File: src/rtl/digit_grid_sampler.sv
// Box-averages an 11x11-cell ROI raster stream into an 8-bit digit grid that is published atomically.
// grid_valid pulses one cycle after the last accepted pixel; pix_valid gaps are transparent.
module digit_grid_sampler #(
  parameter int CELL_W_LOG2 = 2,
  parameter int CELL_H_LOG2 = 2,
  parameter bit INVERT      = 1'b0
) (
  input  logic                   clock,
  input  logic                   reset,
  input  logic                   start,
  input  logic                   pix_valid,
  input  logic                   pix_sof,
  input  logic [7:0]             pix_data,
  output logic                   busy,
  output logic                   grid_valid,
  output logic [10:0][10:0][7:0] numero
);
  localparam int W     = 1 << CELL_W_LOG2;
  localparam int H     = 1 << CELL_H_LOG2;
  localparam int ROI_W = 11 * W;
  localparam int ROI_H = 11 * H;
  localparam int XW    = CELL_W_LOG2 + 4;
  localparam int YW    = CELL_H_LOG2 + 4;
  localparam int SH    = CELL_W_LOG2 + CELL_H_LOG2;
  localparam int AW    = 8 + SH;

  typedef enum logic [1:0] {IDLE, WAIT_SOF, ACCUM} state_t;

  state_t                 r_state;
  logic [XW-1:0]          r_x;
  logic [YW-1:0]          r_y;
  logic [AW-1:0]          r_acc [11];
  logic [10:0][10:0][7:0] r_shadow;

  logic          w_restart;
  logic          w_take;
  logic [XW-1:0] w_px;
  logic [YW-1:0] w_py;
  logic [3:0]    w_col;
  logic [3:0]    w_row;
  logic [7:0]    w_pix;
  logic          w_cell_end;
  logic          w_frame_end;
  logic [AW-1:0] w_sum;
  logic [7:0]    w_avg;

  // A sof pixel seen while waiting or mid-frame becomes (0,0) of a fresh frame.
  always_comb begin
    w_restart   = pix_valid && pix_sof && (r_state != IDLE);
    w_take      = (pix_valid && (r_state == ACCUM)) || w_restart;
    w_px        = w_restart ? '0 : r_x;
    w_py        = w_restart ? '0 : r_y;
    w_col       = w_px[XW-1:CELL_W_LOG2];
    w_row       = w_py[YW-1:CELL_H_LOG2];
    w_pix       = INVERT ? (8'd255 - pix_data) : pix_data;
    w_cell_end  = ((w_px & XW'(W - 1)) == XW'(W - 1)) && ((w_py & YW'(H - 1)) == YW'(H - 1));
    w_frame_end = (w_px == XW'(ROI_W - 1)) && (w_py == YW'(ROI_H - 1));
    w_sum       = (w_restart ? '0 : r_acc[w_col]) + AW'(w_pix);
    w_avg       = 8'(w_sum >> SH);
  end

  always_ff @(posedge clock) begin
    if (reset) begin
      r_state    <= IDLE;
      r_x        <= '0;
      r_y        <= '0;
      r_shadow   <= '0;
      numero     <= '0;
      busy       <= 1'b0;
      grid_valid <= 1'b0;
      for (int c = 0; c < 11; c++) r_acc[c] <= '0;
    end else begin
      grid_valid <= 1'b0;
      case (r_state)
        IDLE: begin
          if (start) begin
            r_state <= WAIT_SOF;
            busy    <= 1'b1;
          end
        end
        default: begin
          if (w_take) begin
            if (w_restart) begin
              for (int c = 0; c < 11; c++) r_acc[c] <= '0;
            end
            if (w_cell_end) begin
              r_acc[w_col]           <= '0;
              r_shadow[w_row][w_col] <= w_avg;
            end else begin
              r_acc[w_col] <= w_sum;
            end
            if (w_frame_end) begin
              // The final cell is still in flight to the shadow, so merge it directly.
              numero               <= r_shadow;
              numero[w_row][w_col] <= w_avg;
              grid_valid           <= 1'b1;
              busy                 <= 1'b0;
              r_state              <= IDLE;
              r_x                  <= '0;
              r_y                  <= '0;
            end else begin
              r_state <= ACCUM;
              if (w_px == XW'(ROI_W - 1)) begin
                r_x <= '0;
                r_y <= w_py + 1'b1;
              end else begin
                r_x <= w_px + 1'b1;
                r_y <= w_py;
              end
            end
          end
        end
      endcase
    end
  end
endmodule

File: config.mk
export PLATFORM = sky130hd
export DESIGN_NAME = digit_grid_sampler
export DESIGN_NICKNAME = d
export VERILOG_FILES = /design/src/rtl/digit_grid_sampler.sv
export SDC_FILE = /design/constraint.sdc
export NUM_CORES = 2
export LEC_CHECK = 0
export CORE_MARGIN = 1
export CORE_UTILIZATION = 56
export CTS_CLUSTER_DIAMETER = 40
export DETAILED_ROUTE_END_ITERATION = 10
export PLACE_DENSITY = 0.8
export SYNTH_ARGS = -nofsm -noshare
export SYNTH_HDL_FRONTEND = slang
export SYNTH_SLANG_ARGS = --single-unit
export TNS_END_PERCENT = 100
File: constraint.sdc
create_clock -name clock -period 7.1 [get_ports clock]
set_clock_uncertainty 0.2 [all_clocks]
set_input_delay 1.775 -clock clock [delete_from_list [all_inputs] [get_ports clock]]
set_output_delay 1.775 -clock clock [all_outputs]
set_load 0.03 [all_outputs]
# Word-level counts from Yosys, hierarchy flattened

Memories as Yosys holds them, arrays and structs flattened.
Index checks and enable logic that the tools add are counted.

Add/sub/neg operators: 3
Order comparisons: 4
Equality and inequality tests: 6
Multiplexer cells: 50
Bitwise operators: 14
Reductions and logical operators: 18

Operators by type and width:

| cell                                                                                | count |
|---|---|
| 968-bit bitwise mux                                                                 | 1 |
| 88-bit demux with 4-bit select                                                      | 1 |
| 12-bit 2-to-1 mux                                                                   | 13 |
| 88-bit 2-to-1 mux                                                                   | 1 |
| 6-bit 2-to-1 mux                                                                    | 6 |
| 8-bit demux with 4-bit select                                                       | 1 |
| 1-bit 2-to-1 mux                                                                    | 22 |
| 12-bit by 8-bit adder with 12-bit output                                            | 1 |
| 6-bit by 1-bit adder with 6-bit output, second input constant                       | 2 |
| 6-bit equality test, second input constant                                          | 2 |
| 1-bit bitwise OR                                                                    | 12 |
| 4-bit by 5-bit < comparator with 1-bit output, second input constant                | 2 |
| 3-bit AND reduction                                                                 | 3 |
| 4-bit by 1-bit greater-or-equal comparator with 1-bit output, second input constant | 2 |
| 2-bit 2-to-1 mux                                                                    | 4 |
| 8-bit 2-to-1 mux                                                                    | 1 |
| 1-bit logical AND                                                                   | 7 |
| 2-bit equality test, second input constant                                          | 3 |
| 2-bit nonzero test                                                                  | 3 |
| 2-bit AND reduction                                                                 | 2 |
| 3-bit OR reduction                                                                  | 1 |
| 2-bit zero test                                                                     | 1 |
| 2-bit != test, second input constant                                                | 1 |
| 1-bit NOT                                                                           | 2 |
| 1-bit logical OR                                                                    | 1 |

Flip-flop bits (word level): 1,952
Bits in writable memories: 132
Input bits: 13
Output and inout port bits: 970
Logic and storage cells: 343
Memories kept: 1

Memories:

| name  | words | bits a word | rd ports | clocked after memory_dff | write ports | RTL line | source |
|---|---|---|---|---|---|---|---|
| r_acc | 11    | 12          | 1        | 0                        | 12          | 32       | `logic [AW-1:0] r_acc [11];` |

# Logic depth before layout (Yosys ltp)

Word-level depth: 11
Mapped depth: 24
Gate-level depth less buffers: 16

# Worst setup path after synthesis

OpenSTA, ideal clock, no wires.

Path type: input to register
From: input port pix_sof
To: memory r_acc[11][10] in the netlist's numbering (data pin)
Setup time: 0.269 ns
Data arrival time: 5.682 ns
Data required time: 6.631 ns
Path slack: 0.949 ns
Stages: 23
Path buffers: 7
Cell sequence: o211a_1 buf_6 buf_6 buf_6 clkbuf_1 clkbuf_1 nor2_1 nand2_1 o21ai_0 a21oi_1 o21ai_0 a21oi_1 ha_1 fa_1 a21o_1 a21oi_1 o21ai_0 o41ai_2 nor4b_2 xnor2_1 buf_2 buf_2 nor2_1

RTL lines:

| element            | RTL line | source |
|---|---|---|
| start: declaration | 12       | `input logic pix_sof,` |
| end: declaration   | 32       |  |

# Final worst setup path

From: input port pix_valid
To: register r_shadow[303] in the netlist's numbering

Longest elaborated chain between the ends: 10
Elaborated cells on any way between the ends: 24
Those cells by class: add/sub (1); order compare (4); eq/ne (2); mux (8); reduce/logical (8); memory (1)

RTL lines:

| element                                                                          | RTL line | source |
|---|---|---|
| start: declaration                                                               | 11       | `input logic pix_valid,` |
| parallel branches: the longest is 10 deep, another holds memory read 11 x 12 bit | n/a      |  |
| end signal: indexed assignment                                                   | 88       | `r_shadow[w_row][w_col] <= w_avg;` |
| end: declaration                                                                 | 33       | `logic [10:0][10:0][7:0] r_shadow;` |

Several ways; the timed one is not identified.
A chain may end at the register's enable or synchronous reset.

==> flow_metrics.py <==
metrics = {
    "critical_path": {
        "cpMostUsedCell": "buf_12",
        "crit_arrival_ns": 6.59,
        "rr_endpoint": "r_shadow[530]",
        "r2r_cells": 16,
        "worstSetupPathType": "in -> reg",
        "critPathMaxFanout": 64,
        "crit_chain": "clkdlybuf4s50_1 > o211ai_1 > buf_12 > nand4_4 > nor2_1 > a21oi_1 > o221ai_1 > nor4_1 > buf_4 > ha_1 > a211oi_1 > o21a_1 > o21ai_1 > a31oi_1 > o21ai_4 > buf_12 > a311oi_1",
        "regToRegStartpoint": "r_x[3]",
        "path_buf_inv": 4,
        "slowest_delay_ns": 0.58,
        "required_ns": 7.66,
        "endpoint_kind": "register",
        "r2r_slack_ns": 1.42,
        "path_delay_family": "compound AO/OA/AOI/OAI gates",
        "crit_path_start_kind": "primary input",
        "cp_slowest_cell": "a31oi_1",
        "cp-startpoint": "pix_valid",
    },
    "pwr": {
        "report.power.total_mw": 26.9,
        "pwr-share-seq": 0.453,
        "power_switching_mw": 6.65,
        "ir_drop_uv": 224,
        "p_leak_nw": 34.0,
        "p_int_mw": 20.3,
        "p_per_area_nw_per_um2": 257,
        "pwr-share-clk": 0.486,
        "p_comb_frac": 0.062,
        "swShare": 0.247,
    },
    "yosys": {
        "synth_enable_flop_cells": 192,
        "synth-seq-cells": 2136,
        "yosysMostFrequentCell": "dfxtp_1",
        "synth_fp_nets": 9631,
        "synth_cells": 9607,
        "synth_ff_type": "dfxtp_1",
        "synth_cell_types": 79,
        "synth_top_area_frac": 0.462,
        "ys_warn_count": 0,
        "netlist_area_um2": 84300,
        "ys_seq_area_frac": 0.530,
        "ys_top_cells_by_area": "dfxtp_1 (46%), nor2_1 (7.5%), edfxtp_1 (6.8%)",
        "synthTopCellsByCount": "dfxtp_1 (1944), nor2_1 (1692), nand2_1 (1180), a21oi_1 (980), clkbuf_1 (510)",
        "async_reset_ff_frac": 0,
        "synth_top_area_cell": "dfxtp_1",
        "avgSynthCellArea_um2": 8.77,
    },
    "die": {
        "initial_core_util": 0.567,
        "core_um2": 149000,
        "die_y_um": 390,
        "pin_count": 983,
        "die_area_um2": 152000,
        "rows": 141,
        "dieWidth_um": 390,
    },
    "clock_network": {
        "ctsHoldBuffers": 0,
        "cts_buffers": 241,
        "cts.clk_slew.worst_paths_ns": 0.06,
        "cts.sinks": 2136,
        "cts_resized": 0,
        "clockBufferDepth": 3,
        "cts_setup_buffers": 0,
        "cts_tree": "yes",
        "clock_latency_ns": 0.88,
        "htree_num_levels": 4,
        "cts_root_buf": "clkbuf_16",
    },
    "run": {
        "maxCapViolations": 0,
    },
    "hold_path": {
        "min_to": "numero[963]",
        "hold_depth": 2,
        "hold_path.class": "reg -> reg",
        "hp-start": "numero[963]",
    },
    "global_route": {
        "grt_use_total": 0.411,
        "grt_pass1_wl_um": 474000,
        "overflow": 0,
        "grt_max_degree": 250,
        "grt_pass1_vias": 73700,
        "grt_antenna_before_repair": 11,
    },
    "timing": {
        "setup_tns_ns": 0,
        "finalCriticalPeriod_ns": 6.03,
        "finalSetupViolCount": 0,
        "fmax_ghz": 0.166,
        "relSlewSlack": 0.0355,
        "timing.hold.ws_ns": 0.248,
        "maxSlewViolCount": 0,
        "tightest_slew_ns": 1.45,
        "rsz0062_at_grt": "no",
        "period_share": 0.849,
        "hold_viol_final": 0,
    },
    "route": {
        "drtIter0Drc": 11200,
        "final_antenna_net_count": 0,
        "wl_per_cell_um": 26.1,
        "post_drt_via_cell_ratio": 6.36,
        "drt_first_pass_iters": 7,
        "drc": 0,
        "vias": 79500,
        "wirelength_um": 327000,
    },
    "layout": {
        "fin_util": 0.705,
        "n_fill_cell": 11100,
        "fin_area_um2": 105000,
        "drive_gt1_frac": 0.0794,
        "area_growth_pct": 24.3,
        "fin_nets": 10300,
    },
    "placement": {
        "hpwl_um": 211000,
        "io_buffers": 982,
        "placed_cell_area_um2": 96200,
        "gp_congestion": 0.974,
    },
    "status": {
        "status": "finished, final reports clean",
    },
}
[area by class of cell]
cell class                      count  area, um^2  area share
Timing Repair Buffer             1231       12800       0.122
Antenna cell                        5        12.5    0.000119
Tap cell                         2002        2500      0.0239
Clock buffer                      311        6640      0.0634
Inverter                           22        82.6    0.000789
Sequential cell                  2136       44700       0.427
Multi-Input combinational cell   6663       36200       0.346
Clock inverter                    144        1830      0.0175
[per-layer routing]
metal / wire [um] / track usage / up-vias
met3: 40500 / 0.102 / 1128
met4: 26400 / 0.297 / 14
met5: 93 / 0 / -
met1: 118000 / 0.518 / 37800
li1: - / - / 35200
met2: 141000 / 0.614 / 5380
[logic make-up after synthesis]
kind of cell             count (synthesis)  synth area share
AO/OA/AOI/OAI                         2411             0.185
XOR/XNOR                                10           0.00104
adder cells (fa/ha/maj)                 11           0.00172
buffers and inverters                  808            0.0430
flip-flops                            2136             0.530
multiplexers                           164            0.0203
AND/OR/NAND/NOR                       4067             0.219
[worst max-delay path by stage]
stage	cells after the start	slack, ns	to
after floorplan	23	0.95	r_acc[11][10]
after global placement	18	0.36	numero[450]
after detailed placement	18	0.33	numero[450]
after CTS	18	1.22	numero[450]
after global routing	20	0.88	numero[82]
final	17	1.07	r_shadow[303]
[power groups by stage]
stage	sequential (mW)	combinational [mW]	clock, mW
after floorplan	12.5	0.766	0
after global placement	12.5	1.57	0
after detailed placement	12.5	1.59	0
after CTS	12.2	1.59	13.1
after global routing	12.2	1.67	13.6
final	12.2	1.66	13.1
[state kept, by name (all words and copies together), names as in the netlist]
signal	cells
busy	1
r_acc	192
r_shadow	960
r_state	2
r_y	6
grid_valid	1
r_x	6
numero	968
[stage by stage]
step	cells	setup WS, ns
after CTS	12500	1.22
after global routing	12500	0.876
after floorplan	9607	0.949
after global placement	12100	0.363
final	12500	1.07
after detailed placement	12100	0.326
[tightest hold or removal path, delay by kind of cell, from the launching register on]
family	cells	cell delay, ns
AND/OR/NAND/NOR	1	0.05
flip-flops	1	0.30
AO/OA/AOI/OAI	1	0.05
[cell usage in the layout (no fill, tap or decap), drive strengths merged, types with 8 or more instances in the layout]
cell type      count
dfxtp           1944
nor2            1730
nand2           1185
clkdlybuf4s50    981
a21oi            981
a211oi           377
clkbuf           311
buf              250
o22ai            243
nand3b           243
o31ai            239
nand2b           238
nor3             218
edfxtp           192
o21ai            150
mux2i            148
nand3            144
nor2b            131
a311oi           123
o32a             118
o211ai           110
or3              100
inv               62
clkinv            55
or2               36
bufinv            26
clkinvlp          23
a31oi             18
o221ai            13
mux2              12
nor4              12
ha                10
o22a               8
Note: power is estimated with default switching activity, not from simulation.
